`config.mk`:
```
export PLATFORM = sky130hd
export DESIGN_NAME = cla_serial_adder_flat
export DESIGN_NICKNAME = d
export VERILOG_FILES = /design/src/rtl/cla_serial_adder_if.sv /design/src/rtl/cla_serial_adder.sv /design/src/flat_wrapper.sv
export SDC_FILE = /design/constraint.sdc
export NUM_CORES = 1
export LEC_CHECK = 0
export BUFFER_PORTS_ARGS = -buffer_cell sky130_fd_sc_hd__buf_2
export CORE_ASPECT_RATIO = 0.75
export CORE_MARGIN = 2
export CORE_UTILIZATION = 39
export DETAILED_ROUTE_END_ITERATION = 8
export GPL_ROUTABILITY_DRIVEN = 0
export SYNTH_ARGS = -nofsm -noshare
export SYNTH_HDL_FRONTEND = slang
export SYNTH_SLANG_ARGS = --single-unit
```
`constraint.sdc`:
```
create_clock -name clk -period 4.04 [get_ports clk]
set_input_delay 0.202 -clock clk [delete_from_list [all_inputs] [get_ports clk]]
set_output_delay 0.202 -clock clk [all_outputs]
set_load 0.01 [all_outputs]
```
`src/rtl/cla_serial_adder_if.sv`:
```
// Operand/result handshake bundle for the serial CLA adder.
// master: operand source + result consumer; slave: the adder itself.
interface cla_serial_adder_if #(
  parameter int unsigned WIDTH = 16
);
  logic             in_valid;
  logic             in_ready;
  logic [WIDTH-1:0] a;
  logic [WIDTH-1:0] b;
  logic             cin;
  logic             out_valid;
  logic             out_ready;
  logic [WIDTH-1:0] sum;
  logic             cout;
  logic             overflow;
  logic             busy;

  modport master (
    output in_valid, a, b, cin, out_ready,
    input  in_ready, out_valid, sum, cout, overflow, busy
  );

  modport slave (
    input  in_valid, a, b, cin, out_ready,
    output in_ready, out_valid, sum, cout, overflow, busy
  );
endinterface

```
`src/rtl/cla_serial_adder.sv`:
```
// Multi-cycle WIDTH-bit adder built around a single 4-bit carry-lookahead
// slice. Operands are consumed one nibble per cycle, LSB nibble first, with
// the slice carry-out registered back in as the next nibble's carry-in.
module cla_serial_adder #(
  parameter int unsigned WIDTH = 16
) (
  input logic               clk,
  input logic               rst,
  cla_serial_adder_if.slave bus
);

  localparam int unsigned NIB = WIDTH / 4;
  localparam int unsigned CW  = (NIB > 1) ? $clog2(NIB) : 1;
  localparam logic [CW-1:0] LastCnt = CW'(NIB - 1);

  generate
    if ((WIDTH % 4) != 0 || WIDTH < 4) begin : gen_width_check
      $error("cla_serial_adder: WIDTH must be a multiple of 4 and at least 4");
    end
  endgenerate

  typedef enum logic [1:0] {StIdle, StRun, StDone} state_e;

  state_e           state_q, state_d;
  logic [CW-1:0]    cnt_q, cnt_d;
  logic             carry_q, carry_d;
  logic [WIDTH-1:0] a_q, a_d;
  logic [WIDTH-1:0] b_q, b_d;
  logic [WIDTH-1:0] sum_q, sum_d;
  logic             cout_q, cout_d;
  logic             ovf_q, ovf_d;

  logic [3:0] p, g, c, nib_sum;
  logic       nib_cout;

  // 4-bit CLA slice on the low nibble of the operand shift registers
  always_comb begin
    p        = a_q[3:0] ^ b_q[3:0];
    g        = a_q[3:0] & b_q[3:0];
    c[0]     = carry_q;
    c[1]     = g[0] | (p[0] & c[0]);
    c[2]     = g[1] | (p[1] & g[0]) | (p[1] & p[0] & c[0]);
    c[3]     = g[2] | (p[2] & g[1]) | (p[2] & p[1] & g[0]) | (p[2] & p[1] & p[0] & c[0]);
    nib_cout = g[3] | (p[3] & g[2]) | (p[3] & p[2] & g[1]) | (p[3] & p[2] & p[1] & g[0])
             | (p[3] & p[2] & p[1] & p[0] & c[0]);
    nib_sum  = p ^ c;
  end

  // Next-state logic: accept in IDLE, one nibble per cycle in RUN, hold in DONE
  always_comb begin
    state_d = state_q;
    cnt_d   = cnt_q;
    carry_d = carry_q;
    a_d     = a_q;
    b_d     = b_q;
    sum_d   = sum_q;
    cout_d  = cout_q;
    ovf_d   = ovf_q;

    unique case (state_q)
      StIdle: begin
        if (bus.in_valid) begin
          a_d     = bus.a;
          b_d     = bus.b;
          carry_d = bus.cin;
          cnt_d   = '0;
          state_d = StRun;
        end
      end
      StRun: begin
        for (int unsigned i = 0; i < NIB; i++) begin
          if (cnt_q == CW'(i)) sum_d[4*i +: 4] = nib_sum;
        end
        carry_d = nib_cout;
        a_d     = a_q >> 4;
        b_d     = b_q >> 4;
        cnt_d   = cnt_q + CW'(1);
        if (cnt_q == LastCnt) begin
          cout_d  = nib_cout;
          // carry into the MSB differs from carry out of it
          ovf_d   = c[3] ^ nib_cout;
          state_d = StDone;
        end
      end
      StDone: begin
        if (bus.out_ready) state_d = StIdle;
      end
      default: state_d = StIdle;
    endcase
  end

  // State registers; reset discards any operation in flight
  always_ff @(posedge clk or posedge rst) begin
    if (rst) begin
      state_q <= StIdle;
      cnt_q   <= '0;
      carry_q <= 1'b0;
      a_q     <= '0;
      b_q     <= '0;
      sum_q   <= '0;
      cout_q  <= 1'b0;
      ovf_q   <= 1'b0;
    end else begin
      state_q <= state_d;
      cnt_q   <= cnt_d;
      carry_q <= carry_d;
      a_q     <= a_d;
      b_q     <= b_d;
      sum_q   <= sum_d;
      cout_q  <= cout_d;
      ovf_q   <= ovf_d;
    end
  end

  assign bus.in_ready  = (state_q == StIdle);
  assign bus.out_valid = (state_q == StDone);
  assign bus.busy      = (state_q != StIdle);
  assign bus.sum       = sum_q;
  assign bus.cout      = cout_q;
  assign bus.overflow  = ovf_q;

endmodule

```
`src/flat_wrapper.sv`:
```
// flat-port wrapper written by rule: the top's interface ports become plain ports
module cla_serial_adder_flat 
#(
  parameter int unsigned WIDTH = 16
)
  (clk, rst, bus_in_valid, bus_a, bus_b, bus_cin, bus_out_ready, bus_in_ready, bus_out_valid, bus_sum, bus_cout, bus_overflow, bus_busy);
  cla_serial_adder_if #(.WIDTH(WIDTH)) bus_i ();
  input logic clk;
  input logic rst;
  input wire logic [$bits(bus_i.in_valid)-1:0] bus_in_valid;
  input wire logic [$bits(bus_i.a)-1:0] bus_a;
  input wire logic [$bits(bus_i.b)-1:0] bus_b;
  input wire logic [$bits(bus_i.cin)-1:0] bus_cin;
  input wire logic [$bits(bus_i.out_ready)-1:0] bus_out_ready;
  output wire logic [$bits(bus_i.in_ready)-1:0] bus_in_ready;
  output wire logic [$bits(bus_i.out_valid)-1:0] bus_out_valid;
  output wire logic [$bits(bus_i.sum)-1:0] bus_sum;
  output wire logic [$bits(bus_i.cout)-1:0] bus_cout;
  output wire logic [$bits(bus_i.overflow)-1:0] bus_overflow;
  output wire logic [$bits(bus_i.busy)-1:0] bus_busy;
  assign bus_i.in_valid = bus_in_valid;
  assign bus_i.a = bus_a;
  assign bus_i.b = bus_b;
  assign bus_i.cin = bus_cin;
  assign bus_i.out_ready = bus_out_ready;
  assign bus_in_ready = bus_i.in_ready;
  assign bus_out_valid = bus_i.out_valid;
  assign bus_sum = bus_i.sum;
  assign bus_cout = bus_i.cout;
  assign bus_overflow = bus_i.overflow;
  assign bus_busy = bus_i.busy;
  cla_serial_adder #(.WIDTH(WIDTH)) u_core (.clk(clk), .rst(rst), .bus(bus_i));
endmodule
```
==> Word-level counts from Yosys, hierarchy flattened <==
Cells that the tools add are included.
{ "word_totals": {"input_bits": 37, "output_inout_bits": 21, "register_bits": 55, "elab_cells": 72} }
{ "classes": {"muxes": 12, "reduce_logical": 10, "n_addsub": 1, "bitwise_logic": 30, "eq_ne": 8} }
{ "ops": {"columns": ["op", "count"], "rows": [
  ["$pmux 16 s2", 2],
  ["$mux 16", 2],
  ["$and 1x1->1", 16],
  ["$or 1x1->1", 10],
  ["$reduce_and 2->1", 5],
  ["$mux 2", 4],
  ["$xor 4x4->4", 2],
  ["$eq 2x2->1 const B", 3],
  ["$pmux 2 s3", 1],
  ["$and 4x4->4", 1],
  ["$eq 2x1->1 const B", 2],
  ["$logic_not 2->1", 2],
  ["$ne 2x2->1 const B", 2],
  ["$pmux 2 s2", 1],
  ["$reduce_bool 2->1", 2],
  ["$reduce_and 3->1", 1],
  ["$add 2x1->2 const B", 1],
  ["$ne 2x1->1 const B", 1],
  ["$pmux 1 s2", 1],
  ["$mux 1", 1],
  ["$xor 1x1->1", 1]
]} }

==> Longest topological paths before layout <==
{ "logic_depth": {"word_depth": 7, "depth_mapped": 5} }

==> Least setup slack after synthesis <==
No wires, ideal clock.
{ "synth_timing": {"path_kind": "register -> register", "start": "reg u_core.b_q[0]", "end": "reg u_core.sum_q[10] (netlist: u_core.bus.sum[10])", "n_path_buf": 0, "setup_time_ns": 0.095, "synth_period_minus_slack_ns": 1.547, "arrival_ns": 1.451, "path_stages_with_launch": 5, "path_slack_ns": 2.493, "path_cell_list": "dfrtp_1 > ha_1 > a211oi_2 > nor2_1 > o31ai_1"} }
{ "synth_via": {"elab_chain_cells": 5, "word_cells_on_any_way": 8} }
{ "synth_lines": {"columns": ["element", "line_no", "text"], "rows": [
  ["start, declared", "cla_serial_adder.sv:28", "logic [WIDTH-1:0] b_q, b_d;"],
  ["start signal, assigned", "cla_serial_adder.sv:99", "b_q <= '0;"],
  ["start signal, assigned", "cla_serial_adder.sv:108", "b_q <= b_d;"],
  ["$and 4x4->4 / $xor 4x4->4 (equally long branches)", "cla_serial_adder.sv:39, cla_serial_adder.sv:38", null],
  ["$and 1x1->1", "cla_serial_adder.sv:42", "c[2] = g[1] | (p[1] & g[0]) | (p[1] & p[0] & c[0]);"],
  ["$or 1x1->1 / $and 1x1->1 (equally long branches)", "cla_serial_adder.sv:42", null],
  ["$or 1x1->1 *", "cla_serial_adder.sv:42", null],
  ["$xor 4x4->4 *", "cla_serial_adder.sv:46", "nib_sum = p ^ c;"],
  ["end signal, assigned", "cla_serial_adder.sv:109", "sum_q <= sum_d;"],
  ["end, declared", "cla_serial_adder.sv:29", "logic [WIDTH-1:0] sum_q, sum_d;"]
]} }
Mark *: on every way between the ends. The rest lies on a longest branch, timed or not.
A chain may end at the register's enable or synchronous reset.

==> Final worst setup path <==
{ "layout_timing": {"start": "reg u_core.state_q[0]", "end": "reg u_core.b_q[5]"} }
{ "layout_via": {"elab_chain_cells": 3, "word_cells_on_any_way": 6} }
{ "layout_lines": {"columns": ["element", "line_no", "text"], "rows": [
  ["start, declared", "cla_serial_adder.sv:24", "state_e state_q, state_d;"],
  ["start signal, assigned", "cla_serial_adder.sv:95", "state_q <= StIdle;"],
  ["start signal, assigned", "cla_serial_adder.sv:104", "state_q <= state_d;"],
  ["$eq 2x1->1 / $logic_not 2->1 (equally long branches)", "cla_serial_adder.sv:60", "unique case (state_q)"],
  ["$reduce_bool 2->1 (no source line) / $ne 2x2->1 (equally long branches)", null, null],
  ["$reduce_and 2->1 (no source line)", null, null]
]} }
Several ways; a longest one is shown, not always the timed one.

==> run_results.csv <==
group,metric,value,unit
setup_path,r2r_start,"u_core.state_q[0]$_DFFE_PP0P_",
finish,fin_util,0.466,
timing,fmax,0.504,GHz
routing,routedWlPerCell,14.6,um
floorplanning,dieHeight,76.6,um
setup_path,worst_r2r_path_depth,4,
clocking,cts_resized,0,
floorplanning,start_util,0.404,
setup_path,startpoint_type,"flip-flop",
outcome,status,"complete, no violations",
synth,yosysMostFrequentCell,"dfrtp_1",
floorplanning,ioPinCount,58,
pwr,power_density,783,nW/um2
timing,min_period,1980,ps
routing,route.met3.wl,267,um
clocking,clk_pin_slew_worst_paths,100,ps
setup_path,slowest_stage,"or2b_1",
setup_path,worstReg2RegEnd,"u_core.b_q[5]$_DFFE_PP0P_",
synth,ys_seq_area_frac,0.502,
setup_path,slowest_delay,710,ps
timing,hold_slack,69.5,ps
synth,synth.yosys.warnings,0,
finish,layout-drive-gt1-share,0.241,
grt,grt_max_degree,56,
timing,slew-limit-headroom,0.464,
grt,grt_pass1_vias,1964,
synth,synth_nets,314,
floorplanning,chipWidth,101,um
finish,fin_nets,364,
routing,drtPass1Iterations,4,
setup_path,regToRegSetupSlack,2060,ps
placed_design,dpl.hpwl,4200,um
synth,synth_flop_cell,"dfrtp_1",
job,cap_violations,0,
floorplanning,rows,26,
setup_path,arrival,2170,ps
routing,routed-wl-met2,2510,um
routing,drc,0,
grt,antenna_found_initial,0,
timing,worstMarginPinSlew,804,ps
routing,viasPerCell,5.09,
synth,synth_common_cells,"dfrtp_1, nand2_1, o21ai_0",
synth,synthDistinctLibCells,39,
placed_design,portBuffers,57,
routing,ant_nets,0,
timing,fin_crit_sh,0.491,
synth,synth_area_leaders,"dfrtp_1, mux2i_1, o21ai_0, nand2_1, ha_1",
clocking,ctsLongestPathBuffers,2,
finish,syn_to_final_growth,15.5,%
synth,synthArstFlopShare,1.00,
grt,grt_pass1_wl,10100,um
synth,synth_top_area_frac,0.502,
clocking,cts_buffers,5,
setup_path,crit_type,"flip-flop to flip-flop",
routing,dr.first_iter.drc_count,86,
clocking,clkLatencyLatePin,320,ps
routing,wl_met1,3040,um
synth,synth_edf_count,0,
timing,skew,9.66,ps
clocking,root_buffer,"clkbuf_8",
pwr,leakage,1.60,nW
setup_path,critPathMaxFanout,26,
setup_path,crit_required,4220,ps
timing,slew_violations,0,
min_path,hold_path_class,"primary input to asynchronous set/reset pin",
clocking,cts_max_level,2,
clocking,cts_setup_buffers,0,
setup_path,cp_cell_sequence,"buf_4, or2b_1, mux2i_1, o21ai_0",
finish,antennaDiodeCount,0,
synth,ys_ff_latch,55,
floorplanning,die_area,7730,um2
routing,top_layer,"met4",
pwr,ir_drop,315,uV
synth,synth.cell_area,2740,um2
clocking,clkSinkCount,55,
synth,syn_area_per_cell,10.2,um2
floorplanning,fp.coreArea,6800,um2
placed_design,placed_cell_area,3080,um2
routing,via_count,2050,
grt,grt_usage,0.166,
synth,synthCells,268,
timing,finalSetupTns,0,ps
grt,grt-ovfl-total,0,
clocking,cts_tree,"yes",
setup_path,crit_path_end_kind,"flip-flop",
clocking,hold_buffers,0,
finish,fin_area,3170,um2
routing,wirelength,5890,um
timing,grt_setup_unrepaired,"no",
timing,finalSetupViolations,0,
timing,hold_viol_final,0,
synth,synth_largest_area_cell,"dfrtp_1",
[metrics by stage]
step           std cells  power (mW)  setup slack, ps
2_1_floorplan        268        1.85             2490
3_3_place_gp         395        2.16             2120
3_5_place_dp         395        2.19             2070
4_1_cts              403        2.50             2040
5_1_grt              403        2.72             1880
6_report             403        2.48             2060
[layout make-up]
| class | instances | area (um2) |
|---|---|---|
| Sequential cell | 55 | 1380 |
| Inverter | 9 | 33.8 |
| Fill cell | 643 | 3630 |
| Clock buffer | 5 | 68.8 |
| Clock inverter | 3 | 22.5 |
| Timing Repair Buffer | 60 | 308 |
| Tap cell | 84 | 105 |
| Multi-Input combinational cell | 187 | 1260 |
[cell families (layout without fill, tap and decap cells)]
group,Yosys count,after routing,share of synthesized area
adders and majority gates,9,9,0.0438
AOI/OAI and AO/OA,74,74,0.161
buffers and inverters,26,77,0.0420
xor gates and xnor gates,1,1,0.00319
and+or+nand+nor,82,82,0.172
DFF,55,55,0.502
muxes,21,21,0.0766
[worst max-delay path: cells and delay by family (launching register included)]
family	cells	cell delay [ps]
AO/OA/AOI/OAI	1	90
flip-flops	1	500
buffers and inverters	1	270
AND/OR/NAND/NOR	1	710
multiplexers	1	280
[metal layers]
| metal | up-vias | global-route usage |
|---|---|---|
| li1 | 1051 | - |
| met1 | 948 | 0.254 |
| met2 | 44 | 0.235 |
| met3 | 7 | 0.0358 |
| met4 | 0 | 0.0452 |
| met5 | - | 0 |
[worst max path at each step]
stage	startpoint	endpoint	slack, ps	cells after the start
floorplan	u_core.b_q[0]$_DFFE_PP0P_	u_core.bus.sum[10]$_DFFE_PP0P_	2490	4
global placement	u_core.state_q[0]$_DFFE_PP0P_	u_core.a_q[2]$_DFFE_PP0P_	2120	4
detailed placement	u_core.state_q[0]$_DFFE_PP0P_	u_core.b_q[2]$_DFFE_PP0P_	2070	4
CTS	u_core.state_q[0]$_DFFE_PP0P_	u_core.b_q[2]$_DFFE_PP0P_	2040	4
global route	u_core.state_q[0]$_DFFE_PP0P_	u_core.b_q[5]$_DFFE_PP0P_	1880	4
finish	u_core.state_q[0]$_DFFE_PP0P_	u_core.b_q[5]$_DFFE_PP0P_	2060	4
[cell usage in the layout (no fill, tap or decap), drive strengths merged, types with 3 or more instances in the layout]
cell and instances:
nor2 3, and3b 10, inv 10, clkbuf 5
nor2b 5, a22o 7, nand3 5, mux2i 21
o2111ai 4, buf 60, or4 4, nand2 41
ha 8, a21oi 15, dfrtp 55, nand3b 4
o21ai 38, o31ai 4
[registers in the layout, indices dropped and copies added, names as in the netlist]
register and flops:
u_core.state_q 2, u_core.bus.sum 16, u_core.bus.overflow 1, u_core.cnt_q 2, u_core.carry_q 1, u_core.a_q 16
u_core.b_q 16, u_core.bus.cout 1
[power by group]
part	total [mW]	switching (mW)	internal [mW]
sequential	0.950	0.160	0.790
clock	0.316	0.192	0.125
combinational	1.22	0.722	0.495
Note: power is estimated with default switching activity, not from simulation.
